$ cat src/rtl/bcd_scan_display_pkg.sv
// Shared constants for the multiplexed BCD display.
// Holds the seven-segment codes (gfedcba, active-high), the digit-index
// width and a helper that flags non-BCD nibbles in a packed 4-digit word.
package bcd_scan_display_pkg;

  localparam int unsigned NumDigits = 4;
  localparam int unsigned IdxW      = 2;

  typedef logic [IdxW-1:0] idx_t;

  localparam logic [6:0] Seg0     = 7'h3F;
  localparam logic [6:0] Seg1     = 7'h06;
  localparam logic [6:0] Seg2     = 7'h5B;
  localparam logic [6:0] Seg3     = 7'h4F;
  localparam logic [6:0] Seg4     = 7'h66;
  localparam logic [6:0] Seg5     = 7'h6D;
  localparam logic [6:0] Seg6     = 7'h7D;
  localparam logic [6:0] Seg7     = 7'h07;
  localparam logic [6:0] Seg8     = 7'h7F;
  localparam logic [6:0] Seg9     = 7'h6F;
  localparam logic [6:0] SegDash  = 7'h40;
  localparam logic [6:0] SegBlank = 7'h00;

  // True when any of the four nibbles lies outside 0..9.
  function automatic logic has_invalid(input logic [15:0] word);
    logic bad;
    bad = 1'b0;
    for (int i = 0; i < NumDigits; i++) begin
      if (word[i*4 +: 4] > 4'd9) bad = 1'b1;
    end
    return bad;
  endfunction

endpackage

$ cat src/rtl/bcd_scan_display_bcd_to_7seg.sv
// Combinational BCD to seven-segment decoder.
//   digit_i : 4-bit BCD nibble
//   seg_o   : segments gfedcba, active-high; non-BCD input shows a dash
module bcd_to_7seg
  import bcd_scan_display_pkg::*;
(
  input  logic [3:0] digit_i,
  output logic [6:0] seg_o
);

  always_comb begin
    seg_o = SegDash;
    case (digit_i)
      4'd0:    seg_o = Seg0;
      4'd1:    seg_o = Seg1;
      4'd2:    seg_o = Seg2;
      4'd3:    seg_o = Seg3;
      4'd4:    seg_o = Seg4;
      4'd5:    seg_o = Seg5;
      4'd6:    seg_o = Seg6;
      4'd7:    seg_o = Seg7;
      4'd8:    seg_o = Seg8;
      4'd9:    seg_o = Seg9;
      default: seg_o = SegDash;
    endcase
  end

endmodule

$ cat src/rtl/bcd_scan_display.sv
// Four-digit multiplexed seven-segment driver with tear-free frame update.
//   clk, rst_n : clock and synchronous active-low reset
//   bcd_in     : four BCD digits, [15:12] most significant
//   load       : capture strobe for bcd_in
//   seg        : registered segments gfedcba, active-high
//   an         : registered one-hot digit enable
//   frame_done : high in the last cycle of the digit3 window
//   err        : sticky, set when a non-BCD nibble is captured
module bcd_scan_display
  import bcd_scan_display_pkg::*;
#(
  parameter int unsigned SCAN_DIV = 4,
  parameter bit          BLANK_LZ = 1'b1
) (
  input  logic        clk,
  input  logic        rst_n,
  input  logic [15:0] bcd_in,
  input  logic        load,
  output logic [6:0]  seg,
  output logic [3:0]  an,
  output logic        frame_done,
  output logic        err
);

  localparam logic [15:0] PrescMax = 16'(SCAN_DIV - 1);

  logic [15:0] presc_q, presc_d;
  idx_t        idx_q, idx_d;
  logic [15:0] pend_q, pend_d;
  logic [15:0] frame_q, frame_d;
  logic        err_q, err_d;
  logic [6:0]  seg_q, seg_d;
  logic [3:0]  an_q, an_d;
  logic        fd_q, fd_d;

  logic        wrap;
  logic        boundary;
  logic [3:0]  digit_nxt;
  logic [6:0]  seg_dec;
  logic [3:0]  lz;

  bcd_to_7seg u_dec (
    .digit_i (digit_nxt),
    .seg_o   (seg_dec)
  );

  // Outputs are registered from next-state values so an and seg always
  // describe the digit index held in the same cycle.
  always_comb begin
    wrap     = (presc_q == PrescMax);
    boundary = wrap && (idx_q == idx_t'(NumDigits - 1));
    presc_d  = wrap ? 16'd0 : presc_q + 16'd1;
    idx_d    = wrap ? idx_q + idx_t'(1) : idx_q;
    pend_d   = load ? bcd_in : pend_q;
    // A load on the boundary bypasses pending so it shows immediately.
    frame_d  = boundary ? pend_d : frame_q;
    err_d    = err_q | (load & has_invalid(bcd_in));

    digit_nxt = frame_d[{idx_d, 2'b00} +: 4];

    // lz[k]: digit k and everything above it are zero; digit0 never blanks.
    lz    = 4'b0000;
    lz[3] = (frame_d[15:12] == 4'd0);
    lz[2] = lz[3] && (frame_d[11:8] == 4'd0);
    lz[1] = lz[2] && (frame_d[7:4] == 4'd0);

    seg_d = (BLANK_LZ && lz[idx_d]) ? SegBlank : seg_dec;
    an_d  = 4'b0001 << idx_d;
    fd_d  = (idx_d == idx_t'(NumDigits - 1)) && (presc_d == PrescMax);
  end

  always_ff @(posedge clk) begin
    if (!rst_n) begin
      presc_q <= 16'd0;
      idx_q   <= '0;
      pend_q  <= 16'd0;
      frame_q <= 16'd0;
      err_q   <= 1'b0;
      seg_q   <= Seg0;
      an_q    <= 4'b0001;
      fd_q    <= 1'b0;
    end else begin
      presc_q <= presc_d;
      idx_q   <= idx_d;
      pend_q  <= pend_d;
      frame_q <= frame_d;
      err_q   <= err_d;
      seg_q   <= seg_d;
      an_q    <= an_d;
      fd_q    <= fd_d;
    end
  end

  assign seg        = seg_q;
  assign an         = an_q;
  assign frame_done = fd_q;
  assign err        = err_q;

endmodule

$ cat config.mk
export PLATFORM = sky130hd
export DESIGN_NAME = bcd_scan_display
export DESIGN_NICKNAME = d
export VERILOG_FILES = /design/src/rtl/bcd_scan_display_pkg.sv /design/src/rtl/bcd_scan_display_bcd_to_7seg.sv /design/src/rtl/bcd_scan_display.sv
export SDC_FILE = /design/constraint.sdc
export NUM_CORES = 1
export LEC_CHECK = 0
export BUFFER_PORTS_ARGS = -buffer_cell sky130_fd_sc_hd__buf_2
export CORE_UTILIZATION = 60
export CTS_CLUSTER_SIZE = 16
export DETAILED_ROUTE_END_ITERATION = 8
export GPL_ROUTABILITY_DRIVEN = 0
export GPL_TIMING_DRIVEN = 0
export HOLD_SLACK_MARGIN = 0.15
export PLACE_DENSITY = 0.82
export SLEW_MARGIN = 15
export SYNTH_ARGS = -nofsm -noshare
export SYNTH_HDL_FRONTEND = slang
export SYNTH_SLANG_ARGS = --single-unit
$ cat constraint.sdc
create_clock -name clk -period 9 [get_ports clk]
set_input_delay 0.45 -clock clk [delete_from_list [all_inputs] [get_ports clk]]
set_output_delay 0.45 -clock clk [all_outputs]
set_load 0.1 [all_outputs]
==> flow_summary.toml, run 1 <==
[clock_network]
cts_tree = "done"
clk_latency_ps = 340
cts.clk_slew.worst_paths_ps = 60
clock-sinks = 63
post-cts-setup-buffers = 0
cts_hold_buf = 0
clockBufferDepth = 2
cts_resized = 0
htree_levels = 3
numCtsBuffers = 9
cts-root-buf = "clkbuf_8"

[power]
p_comb_share_pct = 13.4
seqPwrFrac_pct = 43.6
p_clk_share_pct = 43.0
ir_worst_vdd_uv = 154
pwr_density_cell_nw_per_um2 = 189
swShare_pct = 25.3
internal_power_uw = 505
power_switching_uw = 171
p_leak_uw = 0.00149

[sta]
min_period_over_period_pct = 43.5
slew-limit-headroom_pct = 26.6
period_minus_slack_ps = 3910
hold_viol = 0
finalSetupViolCount = 0
worst_pin_slew_ps = 1090
worst_clock_skew_ps = 5.10
fmax_mhz = 256
rsz0062_at_grt = "no"
maxSlewViolCount = 0
fin_setup_tns_ps = 0

[synth]
synthArstFlopShare_pct = 0
avgSynthCellArea_um2 = 9.67
synth_edf_count = 0
yosysTopAreaCell = "dfxtp_1"
yosysUniqueCellTypes = 58
ys_seq_area_share_pct = 40.7
synth_area_leaders = "dfxtp_1, mux2i_1, nor2_1"
synth_area_um2 = 3100
syn_inst = 320
yosysWarningCount = 0
syn-num-nets = 347
ys_ff_latch = 63
yosysTopAreaCellShare_pct = 40.7
synth_top_flop_cell = "dfxtp_1"

[placed_design]
place_hpwl_um = 4730
portBuffers = 31
dpl_cell_area_um2 = 3330

[cells_and_area]
design_area_um2 = 3580
drive_gt1_share_pct = 22.3
synthToLayoutAreaGrowth_pct = 15.6
fill_cells = 358
diodes = 0
final_util_pct = 73.8
layout.nets = 389
final_cell_mix = "dfxtp_1, nor2_1, mux2i_1"
layout_commonest_cell = "dfxtp_1"

[job]
cap_violations = 0

[global_routing]
grt_pass1_vias = 2271
globalRouteTotalUtil_pct = 26.5
grt_overflow = 0
grt_pass1_wl_um = 10600
grt_max_degree = 11
antenna_found_initial = 0

[drt]
drc_errors = 0
vias = 2474
wirelength_um = 6630
ant_nets = 0
wire_per_inst_um = 15.3
drtIter0Drc = 126
viasPerCell = 5.70
drt_pass1_iterations = 4

[floorplan]
core_area_um2 = 4850
dieArea_um2 = 5450
ioPinCount = 32
rows = 25
dieWidth_um = 73.8
die_h_um = 73.8
start_util_pct = 63.8

[setup_path]
cp-end-kind = "flop"
path_max_fanout = 7
required_ps = 9280
start_kind = "flop"
crit_type = "reg -> reg"
cp.arrival_ps = 4190

[status]
run_status = "complete, no violations"

[worst_hold_path]
hold_path_class = "in -> reg"
==> worst max-delay path, cell delays in order, from the launching register on <==
cell     delay, ps
dfxtp_1        460
ha_1           290
or4b_4         530
nor4_4         400
mux2i_1        790
mux2i_1        550
inv_1          130
ha_1           240
mux2_1         300
a21oi_2        140
==> cells in the mapped netlist (3+ instances only) <==
| library cell | n |
|---|---|
| a21oi_1 | 6 |
| nor4_1 | 4 |
| nand4_1 | 3 |
| o211ai_1 | 5 |
| inv_1 | 5 |
| nand3_1 | 11 |
| clkbuf_1 | 8 |
| nor3_1 | 4 |
| nor2_1 | 51 |
| mux2_2 | 10 |
| xnor2_1 | 7 |
| buf_6 | 3 |
| a31oi_1 | 4 |
| and2_1 | 13 |
| o21ai_0 | 6 |
| and3_1 | 3 |
| ha_1 | 8 |
| a211oi_1 | 6 |
| nand3b_1 | 3 |
| dfxtp_1 | 63 |
| or4_1 | 3 |
| nand2_1 | 11 |
| or4_4 | 3 |
| mux2i_1 | 33 |
| xor2_1 | 9 |
==> cell families after synthesis <==
group | count (synthesis) | synth area share, %
AO/OA/AOI/OAI | 38 | 8.49
XOR/XNOR | 16 | 4.53
adder cells (fa/ha/maj) | 8 | 3.23
buffers and inverters | 21 | 3.76
flip-flops | 63 | 40.7
multiplexers | 48 | 16.9
AND/OR/NAND/NOR | 126 | 22.3
==> sequential cells by signal, indices dropped and copies added, names as in the netlist <==
name / count
frame_q: 16
pend_q: 16
presc_q: 16
seg: 7
an: 4
idx_q: 2
err: 1
frame_done: 1
==> layout make-up <==
cell class | instances | area [um2] | share of cell area (%)
Multi-Input combinational cell | 236 | 1720 | 48.0
Tap cell | 67 | 83.8 | 2.34
Buffer | 15 | 93.8 | 2.62
Clock buffer | 14 | 183 | 5.11
Inverter | 6 | 22.5 | 0.630
Clock inverter | 2 | 60.1 | 1.68
Timing Repair Buffer | 31 | 155 | 4.34
Sequential cell | 63 | 1260 | 35.3
==> worst paths after layout <==
| path | from | endpoint | slack, ps | cells after the start |
|---|---|---|---|---|
| max | presc_q[0] | seg[6] | 5090 | 9 |
| min | bcd_in[2] | pend_q[2] | 440 | 3 |
| max reg2reg | presc_q[0] | seg[6] | 5090 | 9 |
| min reg2reg | err | err | 470 | 2 |
==> power groups by stage <==
stage / registers [uW] / logic [uW] / clock network, uW
CTS: 294 / 90.6 / 293
finish: 294 / 90.6 / 290
global placement: 300 / 88.8 / 0
floorplan: 327 / 42.6 / 0
detailed placement: 300 / 89.9 / 0
global route: 295 / 97.2 / 307
==> layer usage <==
layer | wire length [um] | global-route usage [%] | vias to the layer above
met5 | 0 | 0 | -
met2 | 2970 | 40.5 | 74
met4 | 204 | 12.6 | 0
met3 | 350 | 7.54 | 19
met1 | 3100 | 34.4 | 1153
li1 | - | - | 1228
==> stage by stage <==
| step | hold WS [ps] | power, uW | instances | setup slack [ps] |
|---|---|---|---|---|
| 6_report | 439 | 675 | 434 | 5090 |
| 5_1_grt | 473 | 699 | 434 | 4750 |
| 4_1_cts | 440 | 678 | 434 | 5070 |
| 3_5_place_dp | 454 | 390 | 418 | 5090 |
| 3_3_place_gp | 448 | 389 | 418 | 5200 |
| 2_1_floorplan | 455 | 370 | 320 | 5660 |
Note: power is estimated with default switching activity, not from simulation.
==> run 2: changes to the inputs <==
CORE_UTILIZATION = 58   (was 60)
PLACE_DENSITY = 0.8   (was 0.82)
clock period = 4.06 ns   (was 9 ns; I/O delays follow)
==> run 2 against run 1 <==
Sequential share of layout area is 0.074 points lower. Register-to-register slack worse by 4700 ps. Non-clock buffer count stayed put. Wire length is 0.68% higher. Total power is 110% higher. Clock skew is 6.3 ps higher. Design area is 0.21% higher. Global-route usage is 0.58 points lower. Sequential power is 120% higher. First-iteration DRC count is 48% higher. Maximum frequency is 5.8% higher. Cell count is 0.69% higher. Largest cell class unchanged.
==> flow_summary.toml, run 2 (synthesis gave the netlist of run 1 again) <==
[clock_network]
clock-sinks = 63
cts_tree = "done"
clk_latency_ps = 340
clockBufferDepth = 2
cts-root-buf = "clkbuf_8"
numCtsBuffers = 9
post-cts-setup-buffers = 0
htree_levels = 3
cts.clk_slew.worst_paths_ps = 70

[floorplan]
dieArea_um2 = 5630
rows = 26
dieWidth_um = 75.1
ioPinCount = 32
core_area_um2 = 5110
die_h_um = 75.1
start_util_pct = 60.6

[cells_and_area]
final_cell_mix = "dfxtp_1, nor2_1, buf_2"
diodes = 0
drive_gt1_share_pct = 22.9
fill_cells = 388
largestRegisters = "frame_q: 16 flops, pend_q: 16 flops, presc_q: 16 flops"
synthToLayoutAreaGrowth_pct = 15.8
layout_commonest_cell = "dfxtp_1"
final_util_pct = 70.2
layout.nets = 389

[setup_path]
crit_type = "reg -> reg"
slowest_delay_ps = 650
start_kind = "flop"
cp-end-kind = "flop"
cp.arrival_ps = 3970
cp_cell_sequence = "ha_1, buf_2, or4b_2, nor4_4, buf_4, mux2i_1, mux2i_1, mux2i_4, inv_1, ha_1, mux2_1, a21oi_2"
required_ps = 4330
slowest_stage = "or4b_2"
path_max_fanout = 10

[sta]
fin_setup_tns_ps = 0
fmax_mhz = 270
worst_pin_slew_ps = 1050
rsz0062_at_grt = "no"
finalSetupViolCount = 0
worst_slack_ps = 363
worst_clock_skew_ps = 11.4
hold_viol = 0
slew-limit-headroom_pct = 29.4
min_period_over_period_pct = 91.1
maxSlewViolCount = 0
period_minus_slack_ps = 3700

[power]
pwr_density_cell_nw_per_um2 = 402
internal_power_uw = 1050
power_uw = 1440
power_switching_uw = 392
p_comb_share_pct = 14.0
seqPwrFrac_pct = 45.2
p_clk_share_pct = 40.8
ir_worst_vdd_uv = 307
swShare_pct = 27.2
p_leak_uw = 0.00147

[placed_design]
portBuffers = 31
dp_slack_ps = 176
place_hpwl_um = 4730

[global_routing]
grt_max_degree = 12
grt_overflow = 0
grt_pass1_vias = 2323
antenna_found_initial = 0
grt_pass1_wl_um = 10700
globalRouteTotalUtil_pct = 25.9

[worst_hold_path]
hold_path_class = "in -> reg"

[drt]
drt_pass1_iterations = 4
ant_nets = 0
drtIter0Drc = 187
drc_errors = 0
wire_per_inst_um = 15.3
viasPerCell = 5.65
wirelength_um = 6670
vias = 2471

[status]
run_status = "complete, no violations"

[job]
cap_violations = 0
[run 2: final cells by class]
cell class	instances	area (um2)	area share, %
Buffer	15	93.8	2.62
Tap cell	70	87.6	2.44
Multi-Input combinational cell	236	1750	48.9
Clock inverter	6	85.1	2.37
Timing Repair Buffer	31	155	4.33
Inverter	6	22.5	0.628
Sequential cell	63	1260	35.2
Clock buffer	10	128	3.56
[run 2: power by group through the flow]
stage | combinational, uW | sequential, uW | clock (uW)
global placement | 196 | 665 | 0
global route | 218 | 654 | 621
floorplan | 94.4 | 725 | 0
detailed placement | 199 | 665 | 0
finish | 202 | 652 | 587
CTS | 201 | 652 | 590
[run 2: layer usage]
layer / track usage [%] / vias up / part of all wire [%]
li1: - / 1224 / -
met1: 33.8 / 1150 / 44
met2: 41.2 / 81 / 48
met3: 4.15 / 16 / 5.7
met4: 14.0 / 0 / 2.2
met5: 0 / - / 0
[run 2: what timing repair did]
action | CTS | global route
hold buffers | 0 | 0
resized for setup | 0 | 5
endpoints found under the setup margin | 0 | 6
[run 2: per-stage QoR]
stage	cell area, um2	hold WS [ps]	cells
after floorplan	3100	390	320
after global placement	3340	444	421
after detailed placement	3340	461	421
after CTS	3550	196	437
after global routing	3580	230	437
final	3580	201	437
[run 2: path summary, 6_finish.rpt]
path / cells past startpoint / to / slack [ps] / start
max: 12 / seg[6] / 360 / idx_q[1]
min reg2reg: 2 / err / 470 / err
min: 3 / pend_q[14] / 200 / bcd_in[14]
max reg2reg: 12 / seg[6] / 360 / idx_q[1]
[run 2: worst max-delay path: cells and delay by family (launching register included)]
kind | cells | cell delay [ps]
and+or+nand+nor | 2 | 960
adders and majority gates | 2 | 410
AOI/OAI and AO/OA | 1 | 140
DFF | 1 | 440
muxes | 4 | 1060
buffers and inverters | 3 | 620
==> run 3: changes to the inputs <==
CORE_UTILIZATION = 59   (was 58)
GPL_ROUTABILITY_DRIVEN = not set   (was 0)
PLACE_DENSITY = 0.81   (was 0.8)
SYNTH_HIERARCHICAL = 1   (was not set)
==> run 3 against run 2 <==
Die area up 4.5%. Area after synthesis up 6.5%. Core utilization up 1.8 points. Hold slack worse by 36 ps. Non-clock buffer count up 10. Synthesized cell count up 8.8%. Sequential power about the same. Global-route usage down 0.99 points. Clock skew down 6.6 ps. Maximum frequency up 0.90%. Largest cell class unchanged.
==> flow_summary.toml, run 3 <==
[status]
run_status = "complete, no violations"

[floorplan]
die_h_um = 76.7
ioPinCount = 32
dieArea_um2 = 5890
rows = 26
core_area_um2 = 5240
start_util_pct = 62.9
dieWidth_um = 76.7

[setup_path]
regToRegSetupSlack_ps = 400
cp-end-kind = "flop"
cp-startpoint = "idx_q[0]"
required_ps = 4310
reg2reg_from = "idx_q[0]"
crit_type = "reg -> reg"
path_max_fanout = 10
cp.arrival_ps = 3910
r2r_cells = 14
r2r-end = "seg[3]"
crit_path_end = "seg[3]"
start_kind = "flop"

[synth]
synth_area_um2 = 3300
ys_ff_latch = 63
syn_inst = 348
ys_seq_area_share_pct = 38.3
yosysUniqueCellTypes = 54
synth_edf_count = 0
post-synth-top-count-cell = "dfxtp_1"
synth_area_leaders = "dfxtp_1, mux2i_1, nor2_1"
syn-num-nets = 375
yosysTopAreaCellShare_pct = 38.3
synth_top_flop_cell = "dfxtp_1"
avgSynthCellArea_um2 = 9.47
synth_commonest_cells = "dfxtp_1, mux2i_1, nor2_1"
synthArstFlopShare_pct = 0
yosysTopAreaCell = "dfxtp_1"
yosysWarningCount = 6

[cells_and_area]
fin_cells = 468
synthToLayoutAreaGrowth_pct = 14.4
design_area_um2 = 3770
diodes = 0
largestRegisters = "frame_q: 16 flops, pend_q: 16 flops, presc_q: 16 flops"
layout.nets = 420
drive_gt1_share_pct = 19.3
layout_commonest_cell = "dfxtp_1"
final_cell_mix = "dfxtp_1, mux2i_1, nor2_1"

[placed_design]
place.gp.congestion = 0.853
dpl_cell_area_um2 = 3540
place_hpwl_um = 5030
portBuffers = 31
place_inst = 449

[sta]
rsz0062_at_grt = "no"
slew-limit-headroom_pct = 59.7
hold_slack_ps = 165
fmax_mhz = 273
worst_clock_skew_ps = 4.79
period_minus_slack_ps = 3660
maxSlewViolCount = 0
fin_setup_tns_ps = 0
finalSetupViolCount = 0
min_period_over_period_pct = 90.3
worst_pin_slew_ps = 604
hold_viol = 0

[power]
ir_worst_vdd_uv = 261
p_leak_uw = 0.00166
pwr_density_cell_nw_per_um2 = 368

[clock_network]
clockBufferDepth = 2
numCtsBuffers = 9
htree_levels = 3
clk_latency_ps = 330
cts_tree = "done"
cts.clk_slew.worst_paths_ps = 70
post-cts-setup-buffers = 0
clock-sinks = 63
cts-root-buf = "clkbuf_8"

[drt]
drt_pass1_iterations = 5
drtIter0Drc = 153
vias = 2596
wire_per_inst_um = 14.6
drc_errors = 0
ant_nets = 0
wirelength_um = 6820
viasPerCell = 5.55

[global_routing]
antenna_found_initial = 0
grt_overflow = 0
grt_max_degree = 11
grt_pass1_vias = 2516
grt_pass1_wl_um = 11500
globalRouteTotalUtil_pct = 24.9

[worst_hold_path]
hold_path_class = "in -> reg"

[job]
cap_violations = 0
[run 3: repair_timing]
action,CTS,global route
hold buffers,3,0
setup endpoints to repair,0,5
gates resized for setup,0,2
hold endpoints to repair,3,0
[run 3: metal layers]
metal	global-route usage, %	vias up	wire (um)
met4	10.2	0	122
met2	39.0	73	3120
met1	32.9	1198	3190
li1	-	1310	-
met3	5.95	15	391
met5	0	-	0
[run 3: cell families after synthesis]
family / count (synthesis) / synth area share, %
fa+ha+maj: 8 / 3.04
mux: 50 / 15.7
buf+inv: 43 / 6.42
flops: 63 / 38.3
simple gates: 133 / 23.1
compound gates: 35 / 8.66
xor+xnor: 16 / 4.82
[run 3: area by class of cell]
type                       count  area (um2)
buffer                        22         133
sequential                    63        1260
clock buffer                  12         145
multi-input combinational    242        1840
tap                           70        87.6
clock inverter                 4        45.0
inverter                      21        78.8
fill                         415        1470
timing repair buffer          34         185
[run 3: stage by stage]
stage	total power (uW)	util (%)	worst slack, ps
after floorplan	828	-	930
after global placement	870	67.6	340
after detailed placement	874	67.6	141
after CTS	1400	71.8	137
after global routing	1440	72.0	75.3
final	1390	72.0	396
[run 3: power breakdown]
group / switching, uW / leakage (uW) / internal (uW)
Clock: 227 / 0.000100 / 298
Combinational: 145 / 0.00105 / 65.6
Sequential: 12.8 / 0.000512 / 641
[run 3: worst min path at each step]
stage	startpoint	depth (start not counted)	to
finish	bcd_in[1]	3	pend_q[1]
global placement	err	2	err
detailed placement	err	2	err
global route	bcd_in[3]	3	pend_q[3]
CTS	bcd_in[1]	3	pend_q[1]
floorplan	bcd_in[8]	2	pend_q[8]
[run 3: critical path, stage by stage, from the launching register on]
cell and delay (ps):
dfxtp_1 550, ha_1 260, nor4b_1 320, nand4_1 250, buf_6 230, buf_4 190
mux2i_1 270, mux2i_1 220, mux2i_4 320, inv_1 130, ha_1 200, mux2_2 270
o22ai_1 140, nor2_1 70, nor3_1 150
